## src/rtl/axis_stream_pkg.sv

```systemverilog
// rtl/axis_stream_pkg.sv - shared types and helpers for the AXI-Stream pattern source
//
// Purpose: FSM state type, default keep-width constants and the final-beat
// TKEEP helper used by axis_pattern_source.
// Ports: none (package).
package axis_stream_pkg;

  localparam int DATA_WIDTH_DEF = 32;
  localparam int KEEP_W         = DATA_WIDTH_DEF / 8;
  localparam int BYTE_IDX_W     = (KEEP_W > 1) ? $clog2(KEEP_W) : 1;

  // Widest keep mask the helper can build; callers size-cast to their own width.
  localparam int KEEP_MAX = 128;

  typedef enum logic [1:0] {
    IDLE   = 2'd0,
    SEND   = 2'd1,
    GAP    = 2'd2,
    FINISH = 2'd3
  } state_t;

  // Final-beat byte enables: a zero remainder means the last beat is full.
  function automatic logic [KEEP_MAX-1:0] last_keep(input int unsigned len_mod,
                                                    input int unsigned keep_w = KEEP_W);
    logic [KEEP_MAX-1:0] k;
    int unsigned         n;
    n = (len_mod == 0) ? keep_w : len_mod;
    k = '0;
    for (int unsigned i = 0; i < KEEP_MAX; i++) begin
      if (i < n) k[i] = 1'b1;
    end
    return k;
  endfunction

endpackage

```

## src/rtl/axis_pattern_source.sv

```systemverilog
// rtl/axis_pattern_source.sv - AXI-Stream burst generator with counter payload
//
// Purpose: emits cfg_num_pkts packets of cfg_byte_len bytes each, carrying an
// incrementing data word that starts at cfg_seed and runs across packets, with
// cfg_gap idle cycles between packets. All outputs are registered.
// Ports:
//   ACLK, ARESETN           clock, synchronous active-low reset
//   start                   run request, honoured only in IDLE
//   cfg_byte_len/num_pkts/gap/seed  run configuration, latched on accepted start
//   M_AXIS_TDATA/TKEEP/TLAST/TVALID/TREADY  master stream
//   busy, done, pkt_count   run status
module axis_pattern_source
  import axis_stream_pkg::*;
#(
  parameter int DATA_WIDTH = 32,
  parameter int LEN_WIDTH  = 16,
  parameter int CNT_WIDTH  = 16,
  parameter int GAP_WIDTH  = 8
) (
  input  logic                    ACLK,
  input  logic                    ARESETN,
  input  logic                    start,
  input  logic [LEN_WIDTH-1:0]    cfg_byte_len,
  input  logic [CNT_WIDTH-1:0]    cfg_num_pkts,
  input  logic [GAP_WIDTH-1:0]    cfg_gap,
  input  logic [DATA_WIDTH-1:0]   cfg_seed,
  output logic [DATA_WIDTH-1:0]   M_AXIS_TDATA,
  output logic [DATA_WIDTH/8-1:0] M_AXIS_TKEEP,
  output logic                    M_AXIS_TLAST,
  output logic                    M_AXIS_TVALID,
  input  logic                    M_AXIS_TREADY,
  output logic                    busy,
  output logic                    done,
  output logic [CNT_WIDTH-1:0]    pkt_count
);

  localparam int                      KEEP_BYTES   = DATA_WIDTH / 8;
  localparam logic [LEN_WIDTH:0]      KEEP_BYTES_L = (LEN_WIDTH+1)'(KEEP_BYTES);
  localparam logic [KEEP_BYTES-1:0]   KEEP_ALL     = '1;

  state_t                  state;
  logic [LEN_WIDTH-1:0]    beats_m1;     // beats per packet minus one
  logic [LEN_WIDTH-1:0]    beats_left;   // beats still to come after the one on the bus
  logic [KEEP_BYTES-1:0]   keep_last;
  logic [CNT_WIDTH-1:0]    num_pkts;
  logic [GAP_WIDTH-1:0]    gap;
  logic [GAP_WIDTH-1:0]    gap_cnt;

  // Start-time decode of the packet geometry. One extra bit keeps the
  // round-up addition from overflowing for the largest byte length.
  logic [LEN_WIDTH:0]      len_ext;
  logic [LEN_WIDTH:0]      cfg_beats;
  logic [LEN_WIDTH:0]      cfg_rem;
  logic [KEEP_BYTES-1:0]   cfg_keep;
  logic                    cfg_one_beat;

  always_comb begin
    len_ext      = {1'b0, cfg_byte_len};
    cfg_beats    = (len_ext + KEEP_BYTES_L - 1'b1) / KEEP_BYTES_L;
    cfg_rem      = len_ext % KEEP_BYTES_L;
    cfg_keep     = KEEP_BYTES'(last_keep(32'(cfg_rem), KEEP_BYTES));
    cfg_one_beat = (cfg_beats == (LEN_WIDTH+1)'(1));
  end

  always_ff @(posedge ACLK) begin
    if (!ARESETN) begin
      state         <= IDLE;
      M_AXIS_TDATA  <= '0;
      M_AXIS_TKEEP  <= '0;
      M_AXIS_TLAST  <= 1'b0;
      M_AXIS_TVALID <= 1'b0;
      busy          <= 1'b0;
      done          <= 1'b0;
      pkt_count     <= '0;
      beats_m1      <= '0;
      beats_left    <= '0;
      keep_last     <= '0;
      num_pkts      <= '0;
      gap           <= '0;
      gap_cnt       <= '0;
    end else begin
      done <= 1'b0;
      case (state)
        IDLE: begin
          if (start) begin
            num_pkts  <= cfg_num_pkts;
            gap       <= cfg_gap;
            keep_last <= cfg_keep;
            beats_m1  <= LEN_WIDTH'(cfg_beats - 1'b1);
            pkt_count <= '0;
            if (cfg_byte_len == '0 || cfg_num_pkts == '0) begin
              state <= FINISH;
              done  <= 1'b1;
            end else begin
              state         <= SEND;
              busy          <= 1'b1;
              M_AXIS_TVALID <= 1'b1;
              M_AXIS_TDATA  <= cfg_seed;
              beats_left    <= LEN_WIDTH'(cfg_beats - 1'b1);
              M_AXIS_TLAST  <= cfg_one_beat;
              M_AXIS_TKEEP  <= cfg_one_beat ? cfg_keep : KEEP_ALL;
            end
          end
        end

        SEND: begin
          // TVALID is always high here, so TREADY alone marks a handshake.
          if (M_AXIS_TREADY) begin
            M_AXIS_TDATA <= M_AXIS_TDATA + 1'b1;
            if (M_AXIS_TLAST) begin
              pkt_count <= pkt_count + 1'b1;
              // Preload the next packet's first beat; only TVALID depends
              // on whether it goes out now, after a gap, or never.
              beats_left   <= beats_m1;
              M_AXIS_TLAST <= (beats_m1 == '0);
              M_AXIS_TKEEP <= (beats_m1 == '0) ? keep_last : KEEP_ALL;
              if (pkt_count + 1'b1 == num_pkts) begin
                state         <= FINISH;
                M_AXIS_TVALID <= 1'b0;
                M_AXIS_TLAST  <= 1'b0;
                busy          <= 1'b0;
                done          <= 1'b1;
              end else if (gap != '0) begin
                state         <= GAP;
                M_AXIS_TVALID <= 1'b0;
                gap_cnt       <= gap;
              end
            end else begin
              beats_left   <= beats_left - 1'b1;
              M_AXIS_TLAST <= (beats_left == LEN_WIDTH'(1));
              M_AXIS_TKEEP <= (beats_left == LEN_WIDTH'(1)) ? keep_last : KEEP_ALL;
            end
          end
        end

        GAP: begin
          gap_cnt <= gap_cnt - 1'b1;
          if (gap_cnt == GAP_WIDTH'(1)) begin
            state         <= SEND;
            M_AXIS_TVALID <= 1'b1;
          end
        end

        FINISH: begin
          state <= IDLE;
        end

        default: begin
          state <= IDLE;
        end
      endcase
    end
  end

endmodule
```

## config.mk

```make
export PLATFORM = sky130hd
export DESIGN_NAME = axis_pattern_source
export DESIGN_NICKNAME = d
export VERILOG_FILES = /design/src/rtl/axis_stream_pkg.sv /design/src/rtl/axis_pattern_source.sv
export SDC_FILE = /design/constraint.sdc
export NUM_CORES = 1
export LEC_CHECK = 0
export ABC_AREA = 1
export BUFFER_PORTS_ARGS = -buffer_cell sky130_fd_sc_hd__buf_2
export CAP_MARGIN = 0
export CORE_UTILIZATION = 28
export DETAILED_ROUTE_END_ITERATION = 8
export SETUP_SLACK_MARGIN = 0.15
export SYNTH_ARGS = -nofsm -noshare
export SYNTH_HDL_FRONTEND = slang
export SYNTH_SLANG_ARGS = --single-unit
```

## constraint.sdc

```tcl
create_clock -name ACLK -period 2 [get_ports ACLK]
set_clock_uncertainty 0.1 [all_clocks]
set_input_delay 0.3 -clock ACLK [delete_from_list [all_inputs] [get_ports ACLK]]
set_output_delay 0.3 -clock ACLK [all_outputs]
set_load 0.005 [all_outputs]
```

# After elaboration in Yosys (flattened, before gate mapping)
# Index checks and enable logic that the tools add are counted.
# word_totals
ramBits	0
ff_bits	126
memories	0
out_inout_bits	56
mem_bits_ro	0
latchBits	0
# op_classes
shift	0
mux	63
n_eq_ne	16
multipliers	0
div	0
reduce_logical	17
n_addsub	7
n_lt_le_gt_ge	4
n_bitwise	0
# ops
op	n
16-bit two-way mux	7
32-bit two-way mux	3
16-bit one-hot mux with 2 select lines	2
32-bit one-hot mux with 2 select lines	1
16-bit logical NOT	3
32-bit by 1-bit adder with 32-bit output, second input constant	1
8-bit two-way mux	4
4-bit two-way mux	7
1-bit two-way mux	24
16-bit by 3-bit adder with 17-bit output, second input constant	1
17-bit logical NOT	1
17-bit by 1-bit subtractor with 17-bit output, second input constant	1
16-bit by 1-bit adder with 16-bit output, second input constant	1
16-bit by 1-bit == test with 1-bit output, second input constant	1
16-bit == test	1
2-bit inequality test, second input constant	8
8-bit one-hot mux with 2 select lines	1
15-bit by 1-bit subtractor with 16-bit output, second input constant	1
16-bit by 1-bit subtractor with 16-bit output, second input constant	1
15-bit by 1-bit == test with 1-bit output, second input constant	1
2-bit two-way mux	7
5-bit AND reduction	2
8-bit by 1-bit == test with 1-bit output, second input constant	1
2-bit one-hot mux with 4 select lines	1
other kinds (19)	26

# Logic depth before layout (Yosys ltp)
# logic_depth
depth_word	8
ltp_mapped	18

# Worst setup path before layout
# OpenSTA, ideal clock, no wires.
# synth_path
path_kind	in2reg
start	input cfg_byte_len[0]
end	register beats_left[6]
arrival_time_ns	1.950
path_slack_ns	-0.183
required_ns	1.768
path_buffers	0
stages	14
cell_sequence	inv_1 -> ha_1 -> inv_2 -> nor2_1 -> nor2_1 -> inv_1 -> ha_1 -> nand2_1 -> nor2_2 -> nand3_1 -> inv_1 -> or2_1 -> o21ai_1 -> a21oi_1
# synth_via
elab_chain_len	6
# synth_rtl
element	line_no	source
start, declared	axis_pattern_source.sv:23	input logic [LEN_WIDTH-1:0] cfg_byte_len,
16-bit by 3-bit adder with 17-bit output	axis_pattern_source.sv:59	cfg_beats = (len_ext + KEEP_BYTES_L - 1'b1) / KEEP_BYTES_L;
17-bit by 1-bit subtractor with 17-bit output	axis_pattern_source.sv:59	
15-bit by 1-bit subtractor with 16-bit output	axis_pattern_source.sv:99	beats_left <= LEN_WIDTH'(cfg_beats - 1'b1);
16-bit two-way mux	axis_pattern_source.sv:91	if (cfg_byte_len == '0 || cfg_num_pkts == '0) begin
16-bit two-way mux	axis_pattern_source.sv:85	if (start) begin
16-bit one-hot mux with 2 select lines	axis_pattern_source.sv:83	case (state)
end signal, assigned	axis_pattern_source.sv:99	
end signal, assigned	axis_pattern_source.sv:114	beats_left <= beats_m1;
end signal, assigned	axis_pattern_source.sv:129	beats_left <= beats_left - 1'b1;
end, declared	axis_pattern_source.sv:43	logic [LEN_WIDTH-1:0] beats_left;
# Parallel ways exist; a longest one is shown, timed or not. The select of a mux whose other input is x is not followed.
# A chain may end at the register's enable or synchronous reset.

# Final worst setup path
# layout_path
start	register pkt_count[5]
end	register gap_cnt[2]
# layout_via
elab_chain_len	4
# layout_rtl
element	line_no	source
start, declared	axis_pattern_source.sv:34	output logic [CNT_WIDTH-1:0] pkt_count
start signal, assigned	axis_pattern_source.sv:111	pkt_count <= pkt_count + 1'b1;
16-bit by 1-bit adder with 16-bit output	axis_pattern_source.sv:117	if (pkt_count + 1'b1 == num_pkts) begin
16-bit == test	axis_pattern_source.sv:117	
2-bit inequality test (no line)	-	
5-bit AND reduction (no line)	-	
end signal, assigned	axis_pattern_source.sv:126	gap_cnt <= gap;
end signal, assigned	axis_pattern_source.sv:137	gap_cnt <= gap_cnt - 1'b1;
end, declared	axis_pattern_source.sv:47	logic [GAP_WIDTH-1:0] gap_cnt;
# Every way passes these cells.

==> qor.csv <==
metric,value,unit
Root Driver,clkbuf_16,
setup ws final,-0.2578,ns
die area,29870,µm²
post-layout min period,2.258,ns
Vias/cell,4.910,
grt peak-use layer,met2,
fin area,12920,µm²
"EDFF count, synth",0,
async set or reset register ratio after synthesis,0,%
GP Congestion,0.8802,
DRT Wirelength,30.69,mm
layout cells sized above 1,39.90,%
Tightest Pin Transition,0.4757,ns
First DRT Iteration DRCs,697,
WS Path Type,reg2reg,
Die Y,172.8,µm
mean post-synth cell area,6.325,µm²
met2 Usage GRT,32.58,%
largest net degree at the start of global routing,66,
P&R area growth vs syn,58.14,%
Unique masters post-synth,46,
first-pass iteration count of the detailed router,6,
GR Layer Usage met1,24.57,%
critical path startpoint category,flop,
WP buf/inv,2,
Post-layout nets,1727,
crit path capture type,flop,
Hold Crit Start,cfg_gap[3],
fmax,442.9,MHz
#FFs+latches synth,126,
input/output buffers,131,
Ys Warns,0,
TritonCTS clock tree,yes,
maxcap violations,0,
cell family with most CP delay,simple AND/OR/NAND/NOR gates,
initial antenna violation count,0,
Mapped Cells,1292,
CP dominant cell by count,nand2_1,
vias,10010,
Post-DP Area,10760,µm²
CP required,2.22,ns
"top cells by count, synth","nand2_1 (291), nor2_1 (162), inv_1 (129), dfxtp_1 (126), a21oi_1 (112)",
DRC viols,0,
DIE WIDTH,172.8,µm
pwr dens,1175,nW/µm²
Post-Syn Area,8172,µm²
Critical path origin,pkt_count[5],
Slew HR,68.00,%
arrival time worst endpoint,2.48,ns
Clock Pin Slew Worst Setup and Hold Paths,0.06,ns
Rows,62,
vias in the first global route,9476,
first-pass GRT wire length,47.11,mm
M3 GR Usage,3.738,%
Pwr Total,15.18,mW
Fillers,2896,
Final Hold Fails,0,
Final Max Tran Viols,0,
main area contributors after synthesis,"dfxtp_1 (31%), nand2_1 (13%), nor2_1 (7.4%)",
cts bufs inserted,17,
Longest Clk Path Bufs,2,
LEAKAGE,5.773,nW
FF-to-FF Start,pkt_count[5],
gr usage total,19.42,%
leading area contributor after synthesis,dfxtp_1,
Core ar.,28700,µm²
CP max-delay cell,dfxtp_4,
Sink Count,126,
period utilization,112.9,%
initial core utilization,28.47,%
"count leader, synth",nand2_1,
pre-CTS setup slack,-0.4319,ns
I/O Pins,132,
CP Max Fanout,6,
H-tree levels,4,
DR WL/cell,15.06,µm
status,finished with violations,
Worst-Skew Late Latency,0.43,ns
share of the synthesized area in the top cell type,30.87,%
Inst Count DP,1951,
"Primary FF master, synth",dfxtp_1,
failing checks,negative setup slack,
Final ANT Viol Nets,0,
detailed placement HPWL,20.64,mm
Layout Utilization,45.02,%
sequential share of the synthesized area,30.87,%
worst vdd ir,848.5,µV
Final Instance Count excl. Fillers,2038,
worst min path class,in2reg,
syn_nets,1378,
Critical Path Max Stage Delay,0.36,ns
crit-path cells,nand2_1 > nor2_4 > nand2_4 > inv_4 > nand2_1 > nand2_1 > nand2_2 > nand3_1 > nor2_2 > nand3b_1 > nor2_2 > nand3_4 > buf_6 > a21oi_2 > nor2_1,
final-report setup violation count,17,
gr ovfl total,0,
diode count,0,
RSZ-0062 raised after global routing,true,
[state kept, by name (all words and copies together) (netlist names)]
signal and cells:
gap_cnt 8, M_AXIS_TDATA 32, keep_last 4, M_AXIS_TKEEP 4
gap 8, pkt_count 16, done 1, M_AXIS_TVALID 1
num_pkts 16, beats_left 16, M_AXIS_TLAST 1, busy 1
beats_m1 16, state 2
[metrics by stage]
stage               hold WS, ns  TNS, ns
finish                  0.01069   -2.915
global route           0.006810   -5.513
detailed placement       0.3564   -24.69
global placement         0.3500   -23.94
CTS                    0.004521   -2.813
floorplan                0.3349  -0.1301
[worst min-delay path: cells and delay by family]
family	cells	cell delay [ns]
simple gates	2	0.12
buf+inv	1	0.07
[final cells by class]
| cell class | count | area, µm² | share of cell area [%] |
|---|---|---|---|
| clock buffer | 21 | 470.5 | 3.641 |
| clock inverter | 11 | 138.9 | 1.075 |
| inverter | 139 | 546.8 | 4.231 |
| multi-input combinational | 979 | 5903 | 45.68 |
| sequential | 126 | 2562 | 19.83 |
| tap | 384 | 480.5 | 3.718 |
| timing repair buffer | 378 | 2820 | 21.82 |
[path summary, 6_finish.rpt]
kind                                     end  cells after the start  slack [ns]
worst max-delay path              gap_cnt[2]                     15       -0.26
worst max register to register    gap_cnt[2]                     15       -0.26
worst min register to register  num_pkts[13]                      2        0.37
worst min-delay path                  gap[3]                      3        0.01
[report_power, final]
group | switching (mW) | total (mW) | leakage (nW) | internal [mW]
combinational | 4.50 | 7.81 | 4.43 | 3.31
clock | 1.23 | 3.28 | 0.299 | 2.05
sequential | 0.757 | 4.10 | 1.05 | 3.34
total | 6.49 | 15.2 | 5.77 | 8.69
[placed cells by master (no fill, tap or decap), types with 8 or more instances in the layout]
master	Yosys	routed
a21oi_2	0	21
o21ai_2	0	8
buf_4	1	203
o21ai_0	108	84
xor2_1	32	23
nand3_2	3	27
or2_2	12	9
o21ai_1	2	18
a21oi_1	112	90
inv_1	129	116
xnor2_1	11	10
nand4_1	25	25
inv_2	7	13
nand3_4	0	11
buf_2	8	125
nor2_1	162	126
dfxtp_1	126	110
xor2_2	3	10
nor2_4	6	30
nand2_1	291	261
nor2_2	17	29
nor3_1	26	19
nand2_2	11	31
dfxtp_4	0	8
buf_6	1	34
nand3_1	80	45
nand2_4	0	10
nor4_1	12	8
clkbuf_16	0	20
dfxtp_2	0	8
a31oi_1	13	13
[logic make-up after synthesis]
family                   synth area share, %
AO/OA/AOI/OAI                          17.56
adder cells (fa/ha/maj)                1.531
AND/OR/NAND/NOR                        35.71
XOR/XNOR                               5.482
buffers and inverters                  8.850
flip-flops                             30.87
[routing by layer]
metal / vias to the layer above / part of all wire (%)
li1: 4946 / -
met1: 4687 / 44
met2: 305 / 48
met3: 69 / 5.0
met4: 0 / 3.2
met5: - / 0
[timing repair]
action | in CTS | in global routing
pin swaps | 54 | 111
endpoints found under the setup margin | 81 | 94
endpoints found under the hold margin | 4 | 0
hold buffers | 4 | 0
gates resized for setup | 97 | 197
gates cloned | 1 | 4
buffers inserted | 26 | 20
No activity file was read; power rests on OpenSTA's default activity.
